--- config.mk ---
export PLATFORM = sky130hd
export DESIGN_NAME = fei4_cmd_decoder
export DESIGN_NICKNAME = d
export VERILOG_FILES = /design/src/rtl/fei4_cmd_decoder.sv
export SDC_FILE = /design/constraint.sdc
export NUM_CORES = 1
export LEC_CHECK = 0
export ABC_AREA = 1
export BUFFER_PORTS_ARGS = -buffer_cell sky130_fd_sc_hd__buf_2
export CORE_UTILIZATION = 56
export DETAILED_ROUTE_END_ITERATION = 6
export PLACE_DENSITY = 0.78
export SYNTH_ARGS = -nofsm -noshare
export SYNTH_HDL_FRONTEND = slang
export SYNTH_SLANG_ARGS = --single-unit
--- constraint.sdc ---
create_clock -name CMD_CLK -period 9.1 [get_ports CMD_CLK]
set_clock_uncertainty 0.2 [all_clocks]
set_input_delay 2.73 -clock CMD_CLK [delete_from_list [all_inputs] [get_ports CMD_CLK]]
set_output_delay 2.73 -clock CMD_CLK [all_outputs]
set_load 0.1 [all_outputs]
--- src/rtl/fei4_cmd_decoder.sv ---
// FE-I4 serial command decoder: samples CMD_DATA MSB-first on every rising
// CMD_CLK and turns trigger, fast and slow commands into registered strobes.
// Handshake: every strobe (LV1 .. CMD_ERR, FE_BIT_VLD, FE_DONE) is a one-cycle
// valid pulse with no ready/backpressure; REG_ADDR, REG_DATA and RUN_EN are
// levels that change only in the cycle their owning strobe is high.
module fei4_cmd_decoder #(
  parameter int FE_BITS = 672
) (
  input  logic        CMD_CLK,
  input  logic        RST,
  input  logic        CMD_DATA,
  input  logic [2:0]  CHIP_ID,
  output logic        LV1,
  output logic        BCR,
  output logic        ECR,
  output logic        CAL,
  output logic        RD_REG,
  output logic        WR_REG,
  output logic        GRST,
  output logic        GPULSE,
  output logic        RUNMODE,
  output logic [5:0]  REG_ADDR,
  output logic [15:0] REG_DATA,
  output logic        RUN_EN,
  output logic        FE_BIT,
  output logic        FE_BIT_VLD,
  output logic        FE_DONE,
  output logic        CMD_ERR,
  output logic        BUSY,
  output logic [2:0]  DBG_STATE
);

  typedef enum logic [2:0] {
    S_IDLE, S_HDR, S_F2, S_F3, S_ID, S_ADDR, S_DATA16, S_FEDATA
  } state_t;

  localparam logic [3:0] C_RDREG   = 4'b0001;
  localparam logic [3:0] C_WRREG   = 4'b0010;
  localparam logic [3:0] C_WRFE    = 4'b0100;
  localparam logic [3:0] C_GRST    = 4'b1000;
  localparam logic [3:0] C_GPULSE  = 4'b1001;
  localparam logic [3:0] C_RUNMODE = 4'b1010;

  // bit positions inside the strobe vector
  localparam int I_LV1 = 11, I_BCR = 10, I_ECR = 9, I_CAL = 8, I_RD = 7, I_WR = 6;
  localparam int I_GRST = 5, I_GP = 4, I_RUN = 3, I_VLD = 2, I_DONE = 1, I_ERR = 0;

  state_t      r_state, w_state_nxt;
  logic [9:0]  r_cnt, w_cnt_nxt, w_len_m1;
  logic [14:0] r_sh;
  logic [15:0] w_bits;
  logic        w_last, w_id_match;
  logic [3:0]  r_code, w_code_nxt;
  logic        r_match, w_match_nxt;
  logic [5:0]  r_waddr, w_waddr_nxt;
  logic [5:0]  r_reg_addr, w_reg_addr_nxt;
  logic [15:0] r_reg_data, w_reg_data_nxt;
  logic        r_run_en, w_run_en_nxt;
  logic        r_fe_bit, w_fe_bit_nxt;
  logic [11:0] r_strb, w_strb_nxt;

  // The shifter always holds the most recent samples, so each field is simply
  // the low bits of the shifted word when its last bit arrives.
  assign w_bits     = {r_sh, CMD_DATA};
  assign w_id_match = w_bits[3] | (w_bits[2:0] == CHIP_ID);
  assign w_last     = (r_cnt == w_len_m1);

  // Last counter value of the field collected in the current state
  always_comb begin
    w_len_m1 = 10'd0;
    case (r_state)
      S_HDR:             w_len_m1 = 10'd4;  // bit 0 was counted in IDLE
      S_F2, S_F3, S_ID:  w_len_m1 = 10'd3;
      S_ADDR:            w_len_m1 = 10'd5;
      S_DATA16:          w_len_m1 = 10'd15;
      S_FEDATA:          w_len_m1 = 10'(FE_BITS - 1);
      default:           w_len_m1 = 10'd0;
    endcase
  end

  // State register
  always_ff @(posedge CMD_CLK or posedge RST) begin
    if (RST) r_state <= S_IDLE;
    else     r_state <= w_state_nxt;
  end

  // Next-state decode and next values of all registered outputs
  always_comb begin
    w_state_nxt    = r_state;
    w_cnt_nxt      = r_cnt + 10'd1;
    w_code_nxt     = r_code;
    w_match_nxt    = r_match;
    w_waddr_nxt    = r_waddr;
    w_reg_addr_nxt = r_reg_addr;
    w_reg_data_nxt = r_reg_data;
    w_run_en_nxt   = r_run_en;
    w_fe_bit_nxt   = 1'b0;
    w_strb_nxt     = '0;
    if (r_state != S_IDLE && w_last) w_cnt_nxt = 10'd0;
    case (r_state)
      S_IDLE: begin
        w_cnt_nxt = 10'd0;
        if (CMD_DATA) begin
          w_state_nxt = S_HDR;
          w_cnt_nxt   = 10'd1;
        end
      end
      S_HDR: if (w_last) begin
        w_state_nxt = S_IDLE;
        if (w_bits[4:0] == 5'b11101)      w_strb_nxt[I_LV1] = 1'b1;
        else if (w_bits[4:0] == 5'b10110) w_state_nxt = S_F2;
        else                              w_strb_nxt[I_ERR] = 1'b1;
      end
      S_F2: if (w_last) begin
        w_state_nxt = S_IDLE;
        case (w_bits[3:0])
          4'b0001: w_strb_nxt[I_BCR] = 1'b1;
          4'b0010: w_strb_nxt[I_ECR] = 1'b1;
          4'b0100: w_strb_nxt[I_CAL] = 1'b1;
          4'b1000: w_state_nxt = S_F3;
          default: w_strb_nxt[I_ERR] = 1'b1;
        endcase
      end
      S_F3: if (w_last) begin
        w_code_nxt = w_bits[3:0];
        case (w_bits[3:0])
          C_RDREG, C_WRREG, C_WRFE, C_GRST, C_GPULSE, C_RUNMODE: w_state_nxt = S_ID;
          default: begin
            w_state_nxt       = S_IDLE;
            w_strb_nxt[I_ERR] = 1'b1;
          end
        endcase
      end
      S_ID: if (w_last) begin
        // A foreign chip still consumes the payload, so the match is kept
        w_match_nxt = w_id_match;
        if (r_code == C_GRST) begin
          w_state_nxt        = S_IDLE;
          w_strb_nxt[I_GRST] = w_id_match;
        end else begin
          w_state_nxt = S_ADDR;
        end
      end
      S_ADDR: if (w_last) begin
        w_state_nxt = S_IDLE;
        case (r_code)
          C_RDREG: if (r_match) begin
            w_reg_addr_nxt   = w_bits[5:0];
            w_strb_nxt[I_RD] = 1'b1;
          end
          C_GPULSE: if (r_match) begin
            w_reg_data_nxt   = {10'b0, w_bits[5:0]};
            w_strb_nxt[I_GP] = 1'b1;
          end
          C_RUNMODE: if (r_match) begin
            if (w_bits[5:0] == 6'b111000) begin
              w_run_en_nxt      = 1'b1;
              w_strb_nxt[I_RUN] = 1'b1;
            end else if (w_bits[5:0] == 6'b000111) begin
              w_run_en_nxt      = 1'b0;
              w_strb_nxt[I_RUN] = 1'b1;
            end else begin
              w_strb_nxt[I_ERR] = 1'b1;
            end
          end
          C_WRREG: begin
            w_waddr_nxt = w_bits[5:0];
            w_state_nxt = S_DATA16;
          end
          C_WRFE:  w_state_nxt = S_FEDATA;
          default: w_state_nxt = S_IDLE;
        endcase
      end
      S_DATA16: if (w_last) begin
        w_state_nxt = S_IDLE;
        if (r_match) begin
          w_reg_addr_nxt   = r_waddr;
          w_reg_data_nxt   = w_bits;
          w_strb_nxt[I_WR] = 1'b1;
        end
      end
      S_FEDATA: begin
        w_strb_nxt[I_VLD] = r_match;
        w_fe_bit_nxt      = r_match & CMD_DATA;
        if (w_last) begin
          w_state_nxt        = S_IDLE;
          w_strb_nxt[I_DONE] = r_match;
        end
      end
      default: w_state_nxt = S_IDLE;
    endcase
  end

  // Datapath and output registers
  always_ff @(posedge CMD_CLK or posedge RST) begin
    if (RST) begin
      r_cnt      <= '0;
      r_sh       <= '0;
      r_code     <= '0;
      r_match    <= 1'b0;
      r_waddr    <= '0;
      r_reg_addr <= '0;
      r_reg_data <= '0;
      r_run_en   <= 1'b0;
      r_fe_bit   <= 1'b0;
      r_strb     <= '0;
    end else begin
      r_cnt      <= w_cnt_nxt;
      r_sh       <= w_bits[14:0];
      r_code     <= w_code_nxt;
      r_match    <= w_match_nxt;
      r_waddr    <= w_waddr_nxt;
      r_reg_addr <= w_reg_addr_nxt;
      r_reg_data <= w_reg_data_nxt;
      r_run_en   <= w_run_en_nxt;
      r_fe_bit   <= w_fe_bit_nxt;
      r_strb     <= w_strb_nxt;
    end
  end

  assign LV1        = r_strb[I_LV1];
  assign BCR        = r_strb[I_BCR];
  assign ECR        = r_strb[I_ECR];
  assign CAL        = r_strb[I_CAL];
  assign RD_REG     = r_strb[I_RD];
  assign WR_REG     = r_strb[I_WR];
  assign GRST       = r_strb[I_GRST];
  assign GPULSE     = r_strb[I_GP];
  assign RUNMODE    = r_strb[I_RUN];
  assign FE_BIT_VLD = r_strb[I_VLD];
  assign FE_DONE    = r_strb[I_DONE];
  assign CMD_ERR    = r_strb[I_ERR];
  assign FE_BIT     = r_fe_bit;
  assign REG_ADDR   = r_reg_addr;
  assign REG_DATA   = r_reg_data;
  assign RUN_EN     = r_run_en;
  assign BUSY       = (r_state != S_IDLE);
  assign DBG_STATE  = r_state;

endmodule

==> metrics.txt <==
pin count of the biggest net entering global routing=76; Root Driver=clkbuf_8; share of layout cells above drive strength 1=0.184; slowest cell on the critical path=dfrtp_1; Setup CP Type=reg -> out; final core occ=0.684; Top-Level Pins=46; Area Overhead vs Synth=14.4%; H-tree levels=3; Clock Latency Late Sink=0.35 ns; chip height=79.6 µm; buffer depth of the longest clock path=2; commonest non-fill, non-tap cells in the layout=nand2_1 (109), dfrtp_1 (75), nor2_1 (53), buf_2 (45), inv_1 (39); CP max stage delay=0.46 ns; Filler Cell Count=442; count of final setup violators=0; register area share after synthesis=0.557; Initial Util=0.598; Yosys cell types=28; Max Cap Violations=0; pwr dens=225 nW/µm²; GRT overflow=0; max layer used=met4; via count=2,765; CTS tree=yes; Vias/cell=5.28; syn avg cell area=8.39 µm²; yosys synthesis warning count=0; Hold Crit Class=reg -> reg; DIE AREA=6340 µm²; Core Area=5640 µm²; # hold bufs at CTS=0; synthesized instance count=402; all-layer global routing usage=0.259; M1 wire length=3270 µm; Antenna Cells=0; routability congestion estimate=0.889; Slew @ Worst Pin=0.923 ns; Top delay family on crit path=buffers and inverters; Routed met2 length=3440 µm; hold slack final=0.175 ns; Final Hold Violating Endpoints=0; status=complete, no violations; DP HPWL=4990 µm; Synth Net Count=409; # nets final=455; number of global-route vias before repair=2,678; IO buf count=45; Worst-path clk slew=0.08 ns; Critical Path RT=6.17 ns; Rows=27; CP arrival=1.81 ns; # resized after CTS=0; synthesized area=3370 µm²; setup TNS=0 ns; cell chain of the critical path=inv_2 -> nand2_2 -> nor2_1 -> inv_1 -> buf_2; Routed WL=7340 µm; first-pass GRT wire length=12,400 µm; Worst VDD drop=0.000160 V; metal3 WL=496 µm; Worst Setup Start Kind=flop; RSZ-0062 raised after global routing=no; # DRC=0; iteration count of the initial detailed-routing pass=5; period utilization=0.521; Slew HR=0.385; CP bufs+invs=3; initial antenna violation count=0; Setup crit end kind=output pin; count of pins over their slew limit=0; PnR Total Power=0.869 mW; Max Clock Freq=211 MHz; Die Span X=79.6 µm; Seq cells post-synth=75; ANT nets after route=0; CTS Buf Count=9; Max FO, Critical Path=6; post-layout min period=4.74 ns; Post-CTS Setup Bufs=0; commonest non-fill, non-tap cell in the layout=nand2_1; static leakage=2.06 nW; TritonCTS Sinks=75; Iteration-0 DRC Markers=264; Avg WL per Cell=14.0 µm
[stage by stage]
step | area (µm²) | instances | worst slack [ns]
floorplan | 3370 | 402 | 4.11
detailed placement | 3640 | 509 | 4.75
finish | 3860 | 524 | 4.36
CTS | 3860 | 524 | 4.38
global placement | 3640 | 509 | 4.82
global route | 3860 | 524 | 4.30
[cell usage after synthesis (all sizes together)]
cell / number / area share
nor3: 9 / 0.013
xor2: 7 / 0.018
o2111ai: 1 / 0.0026
nor2: 59 / 0.073
dfrtp: 75 / 0.56
ha: 1 / 0.0037
o211ai: 1 / 0.0022
nand2: 114 / 0.13
nand3b: 2 / 0.0045
buf: 5 / 0.0089
o31ai: 1 / 0.0022
inv: 46 / 0.051
nand3: 36 / 0.057
nand4: 6 / 0.011
clkbuf: 6 / 0.0067
a22oi: 1 / 0.0037
xnor2: 2 / 0.0052
o21ai: 25 / 0.038
a21oi: 5 / 0.011
[sequential cells by signal, indices dropped and copies added (netlist names)]
name,cells
REG_DATA,16
FE_BIT,1
REG_ADDR,6
RUN_EN,1
r_match,1
DBG_STATE,3
r_waddr,6
r_sh,15
r_strb,12
r_code,4
r_cnt,10
[metal layers]
layer	up-vias	track usage
met2	117	0.402
li1	1354	-
met5	-	0
met4	0	0.116
met3	16	0.0594
met1	1278	0.346
[worst reg2reg max path: cells and delay by family (launching register included)]
| kind | cells | cell delay, ns |
|---|---|---|
| compound gates | 1 | 0.41 |
| flops | 1 | 0.47 |
| buf+inv | 1 | 0.09 |
| simple gates | 7 | 1.32 |
[report_power, final]
group	switching (mW)	internal (mW)
Sequential	0.0194	0.350
Clock	0.122	0.154
Combinational	0.179	0.0456
Total	0.320	0.550
[area by class of cell]
class / count / area, µm² / share of cell area
clock buffers: 9 / 124 / 0.0321
inverters: 46 / 173 / 0.0448
multi-input cells: 270 / 1270 / 0.329
flip-flops and latches: 75 / 1880 / 0.487
well taps: 72 / 90.1 / 0.0234
repair buffers: 46 / 233 / 0.0604
clock inverters: 6 / 90.1 / 0.0234
[worst paths after layout]
path / start / endpoint / slack, ns / cells after the start
worst min-delay path: r_sh[7] / r_sh[8] / 0.18 / 0
worst max-delay path: DBG_STATE[1] / BUSY / 4.36 / 5
min in group asynchronous: RST / DBG_STATE[1] / 2.46 / 3
worst max register to register: DBG_STATE[2] / REG_DATA[3] / 6.51 / 9
worst min register to register: r_sh[7] / r_sh[8] / 0.18 / 0
max in group asynchronous: RST / r_sh[0] / 5.65 / 3
[cells by family after synthesis]
kind of cell / count (synthesis) / share of synthesized area
AOI/OAI and AO/OA: 34 / 0.0597
xor gates and xnor gates: 9 / 0.0234
adders and majority gates: 1 / 0.00371
buffers and inverters: 57 / 0.0668
DFF: 75 / 0.557
and+or+nand+nor: 226 / 0.290
Power figures use the tool's default switching activity.
